==> src/rtl/full_adder.sv <==
// Registered WIDTH-bit adder with grouped carry-lookahead, ripple between groups.
// Optional zero/ovf flag outputs are compiled in with FULL_ADDER_FLAGS_EN.
module full_adder #(
    parameter int WIDTH     = 1,
    parameter int CLA_GROUP = 4
) (
    input  logic             clk,
    input  logic             rst,
    input  logic             in_valid,
    input  logic [WIDTH-1:0] a,
    input  logic [WIDTH-1:0] b,
    input  logic             cin,
    output logic [WIDTH-1:0] s,
    output logic             cout,
    output logic             out_valid
`ifdef FULL_ADDER_FLAGS_EN
    ,
    output logic             zero,
    output logic             ovf
`endif
);

    // A group wider than the operand (e.g. the 1-bit default) collapses to one group.
    localparam int GRP  = (CLA_GROUP < 1) ? 1 :
                          (CLA_GROUP > WIDTH) ? WIDTH : CLA_GROUP;
    localparam int NGRP = (WIDTH + GRP - 1) / GRP;

    logic [WIDTH-1:0] g;
    logic [WIDTH-1:0] p;
    logic [WIDTH-1:0] sum_n;
    logic             cout_n;

    assign g = a & b;
    assign p = a ^ b;

    for (genvar gi = 0; gi < NGRP; gi++) begin : grp
        localparam int BASE = gi * GRP;
        localparam int LEN  = (WIDTH - BASE < GRP) ? (WIDTH - BASE) : GRP;

        logic           ci;
        logic           co;
        logic [LEN-1:0] gl;
        logic [LEN-1:0] pl;
        logic [LEN:0]   cl;

        if (gi == 0) begin : g_first
            assign ci = cin;
        end else begin : g_next
            assign ci = grp[gi-1].co;
        end

        assign gl = g[BASE +: LEN];
        assign pl = p[BASE +: LEN];

        // Each carry is a flat sum of products of the group's g/p and its carry-in.
        always_comb begin
            logic acc;
            logic term;
            acc  = 1'b0;
            term = 1'b0;
            cl   = '0;
            cl[0] = ci;
            for (int k = 0; k < LEN; k++) begin
                acc = ci;
                for (int m = 0; m <= k; m++) begin
                    acc = acc & pl[m];
                end
                for (int j = 0; j <= k; j++) begin
                    term = gl[j];
                    for (int m = j + 1; m <= k; m++) begin
                        term = term & pl[m];
                    end
                    acc = acc | term;
                end
                cl[k+1] = acc;
            end
        end

        assign sum_n[BASE +: LEN] = pl ^ cl[LEN-1:0];
        assign co                 = cl[LEN];
    end

    assign cout_n = grp[NGRP-1].co;

    logic [WIDTH-1:0] s_q;
    logic [WIDTH-1:0] s_d;
    logic             cout_q;
    logic             cout_d;
    logic             valid_q;

    always_comb begin
        s_d    = s_q;
        cout_d = cout_q;
        if (in_valid) begin
            s_d    = sum_n;
            cout_d = cout_n;
        end
    end

    always_ff @(posedge clk) begin
        if (rst) begin
            s_q     <= '0;
            cout_q  <= 1'b0;
            valid_q <= 1'b0;
        end else begin
            s_q     <= s_d;
            cout_q  <= cout_d;
            valid_q <= in_valid;
        end
    end

    assign s         = s_q;
    assign cout      = cout_q;
    assign out_valid = valid_q;

`ifdef FULL_ADDER_FLAGS_EN
    logic msb_carry_in;
    logic zero_q;
    logic zero_d;
    logic ovf_q;
    logic ovf_d;

    // Carry into the MSB recovered from its sum bit: s = p ^ c.
    assign msb_carry_in = sum_n[WIDTH-1] ^ p[WIDTH-1];

    always_comb begin
        zero_d = zero_q;
        ovf_d  = ovf_q;
        if (in_valid) begin
            zero_d = ~|sum_n;
            ovf_d  = cout_n ^ msb_carry_in;
        end
    end

    always_ff @(posedge clk) begin
        if (rst) begin
            zero_q <= 1'b0;
            ovf_q  <= 1'b0;
        end else begin
            zero_q <= zero_d;
            ovf_q  <= ovf_d;
        end
    end

    assign zero = zero_q;
    assign ovf  = ovf_q;
`endif

endmodule

==> config.mk <==
export PLATFORM = sky130hd
export DESIGN_NAME = full_adder
export DESIGN_NICKNAME = d
export VERILOG_FILES = /design/src/rtl/full_adder.sv
export SDC_FILE = /design/constraint.sdc
export NUM_CORES = 1
export LEC_CHECK = 0
export ABC_AREA = 1
export CORE_AREA = 10 10 47 49
export CTS_CLUSTER_DIAMETER = 120
export DETAILED_ROUTE_END_ITERATION = 8
export DIE_AREA = 0 0 57 59
export PLACE_DENSITY_LB_ADDON = 0.12
export SLEW_MARGIN = 20
export SYNTH_ARGS = -nofsm -noshare
export SYNTH_HDL_FRONTEND = slang
export SYNTH_SLANG_ARGS = --single-unit
==> constraint.sdc <==
create_clock -name clk -period 2.26 [get_ports clk]
set_input_delay 0.452 -clock clk [delete_from_list [all_inputs] [get_ports clk]]
set_output_delay 0.452 -clock clk [all_outputs]
set_load 0.1 [all_outputs]
==> reports/results.txt <==
The aggregate negative setup slack is 0 ns, and the die span in y is 59 um. The analysis attributes to net switching a power of 0.0682 mW. The number of global-route vias before repair came out at 139. The internal portion of the total power is 0.140 mW.

For this block, the routed nets add up to 363 um of wire. The tools report the clock tree root driver cell as clkbuf_4. For this design the static power due to leakage is 0.124 nW. The power density of the placed cells was 841 nW/um2. 0 antenna diodes ended up in the layout.

On the critical path the largest part of the delay comes from adder cells. The flow ran to the end, and the final reports show no timing, DRC or antenna violations. For the overall routing resource usage, the log shows 0.0268.

Buffers inserted to repair hold after CTS numbered 0. Setup repair after global routing left no endpoint under its margin. The synthesized design contains 0 enable-type register cells. The worst path in the final design needs a cycle of 1.43 ns, including I/O delays and setup. The tool flagged a number of max-cap violations equal to 0. Clock latency on the worst-skew pair, taken at its later pin, is 0.23 ns. Critical path startpoint category: an input port. The proportion of total power due to net switching is 0.327, and the routed via count divided by cell count is 2.98. For this design, the sink count on the clock tree is 3.

The largest driver fanout on the critical path is 1, and the area of the die is 3360 um2. The combinational share of power came out at 0.262. The cell type with the highest occurrence count on the critical path is nand2_1.

The synthesized netlist contains 5 unique library cells. The critical path goes through clkdlybuf4s50_1 -> fa_1 -> inv_1 -> nand2_1 -> nand2_1 -> nor2_1. 9 I/O pins were placed. The number of violations reported at the end of detailed-routing iteration 0 was 2; the average cell area after synthesis was 7.58 um2.

The initial antenna violation count was 0. The commonest cells after synthesis are 5 x nor2_1, 4 x inv_1, 4 x nand2_1. Width of the die: 57 um. Among all flip-flop cells after synthesis, the most frequent one is dfxtp_1. For the relative contribution of sequential cells to total power, the log shows 0.282. The starting utilization of the core area is 0.0920, and the endpoint required time on the critical path is 2.44 ns. The longest clock path from root to sink contains 2 buffers.

Once the clock tree was built, the resizer swapped 0 gates to a different size. For this design, the slowest cell found on the critical path is fa_1. The tools report the total count of hold-check failures in the final report as 0. In the final design database the tool counted 37 nets. Input and output buffers added on the ports amount to 8.

The clock share of power came out at 0.456. Most frequent cell after synthesis: nor2_1. The tools report the number of buffers added for setup after CTS as 0.

Counting every instance in the synthesized netlist gives 17. Max-slew violation count: 0. The number of buffers and inverters on the critical path is 2. For the pin with the worst max-slew slack, the measured transition is 0.280 ns.

Summed over all layers, the global routing overflow is 0. VDD sags by at most 0.164 mV. The worst setup slack for register-to-register paths came out at 1.70 ns.

Clock-pin slew was measured on the worst setup and hold paths at 0.04 ns. The worst slew margin relative to its limit was 0.815; the net count after synthesis was 24. STA puts the critical path data arrival time at 1.61 ns. The number of vias after detailed routing is 134, and the final weighted congestion in routability-driven placement is 0.651. Yosys attributes the largest share of cell area to dfxtp_1 47%, fa_1 16%, nor2_1 15%, inv_1 12%, nand2_1 12%. For this run, the slowest stage of the critical path takes 0.53 ns. The mapped netlist covers 129 um2.

The share of synthesized flip-flops with an asynchronous set or reset works out to 0. Dividing the detail-routed wire length by the instance count gives 8.07 um. The ratio of cells with drive above 1 in the final layout was 0.207; the final number of setup-violating endpoints was 0. The number of synthesized register bits was 3.

STA classifies the critical path endpoint as a register. The floorplan core area was 1400 um2. The part of the cycle the worst path needs was 0.633; the global-route wire length before repair was 579 um. Buffers inserted during clock tree synthesis total 3.

After detailed routing, the number of remaining DRC violations is 0. The area growth from synthesis to layout is 92.2%. In this run the worst hold path is classified as reg2reg. The post-synthesis sequential area ratio is 0.466. Detailed placement ended at an HPWL of 309 um. The detail route stage leaves a number of antenna-violating nets equal to 0. The post-route worst hold slack came out at 0.470 ns. The highest achievable clock rate was 699 MHz.

Entering global routing, the biggest net connects 6 pins. The number of H-tree levels was 1. The share of the synthesized area in the top cell type was 0.466; the number of warnings reported in the yosys synthesis log was 0. The run gives 14 as the site row count. Across the routed clock network, the largest skew measured is 0 ns. TritonCTS built the clock tree. Iteration count of the initial detailed-routing pass: 3. dfxtp_1 takes more of the synthesized area than any other cell. Kind of critical path: in2reg.
[flip-flops by register name, indices dropped and copies added (netlist names)]
name       flops
s              1
out_valid      1
cout           1
[layout by cell type (no fill, tap or decap)]
cell,Yosys,final
nor2_1,5,5
clkdlybuf4s50_1,0,5
inv_1,4,4
nand2_1,4,4
clkbuf_4,0,3
dfxtp_1,3,3
buf_4,0,3
fa_1,1,1
clkbuf_1,0,1
[through the flow]
| stage | util | instance area (um2) | power [mW] | cells | setup slack (ns) |
|---|---|---|---|---|---|
| 2_1_floorplan | - | 129 | 0.0962 | 17 | 0.883 |
| 3_3_place_gp | 0.158 | 221 | 0.115 | 41 | 0.576 |
| 3_5_place_dp | 0.158 | 221 | 0.115 | 41 | 0.571 |
| 4_1_cts | 0.177 | 248 | 0.213 | 45 | 0.818 |
| 5_1_grt | 0.177 | 248 | 0.225 | 45 | 0.761 |
| 6_report | 0.177 | 248 | 0.208 | 45 | 0.828 |
[worst register-to-register path, stage by stage (launching register included)]
cell and delay (ns):
dfxtp_1 0.30, nor2_1 0.10, nor2_1 0.05
[power groups by stage]
stage,registers (mW),clock network (mW),logic [mW]
global placement,0.0596,0,0.0555
detailed placement,0.0598,0,0.0552
finish,0.0588,0.0951,0.0545
floorplan,0.0875,0,0.00870
global route,0.0592,0.106,0.0590
CTS,0.0589,0.0989,0.0554
[routing by layer]
| layer | GRT usage | part of all wire | up-vias |
|---|---|---|---|
| li1 | - | - | 70 |
| met1 | 0.0202 | 0.35 | 59 |
| met2 | 0.0279 | 0.45 | 5 |
| met3 | 0.0386 | 0.21 | 0 |
| met4 | 0.0302 | 0 | 0 |
| met5 | 0 | 0 | - |
[kinds of logic after synthesis]
logic type,share of synthesized area
simple gates,0.262
buf+inv,0.116
flops,0.466
fa+ha+maj,0.155
[worst paths after layout]
path         startpoint    to  cells past startpoint
max                   a     s                      6
min                   s     s                      2
max reg2reg        cout  cout                      2
min reg2reg           s     s                      2
[layout make-up]
| cell class | instances | area (um2) |
|---|---|---|
| timing repair buffer | 8 | 72.6 |
| clock buffer | 4 | 26.3 |
| multi-input combinational | 10 | 53.8 |
| tap | 16 | 20.0 |
| inverter | 4 | 15.0 |
| sequential | 3 | 60.1 |
| fill | 170 | 1150 |
(Power assumes the default switching activity.)
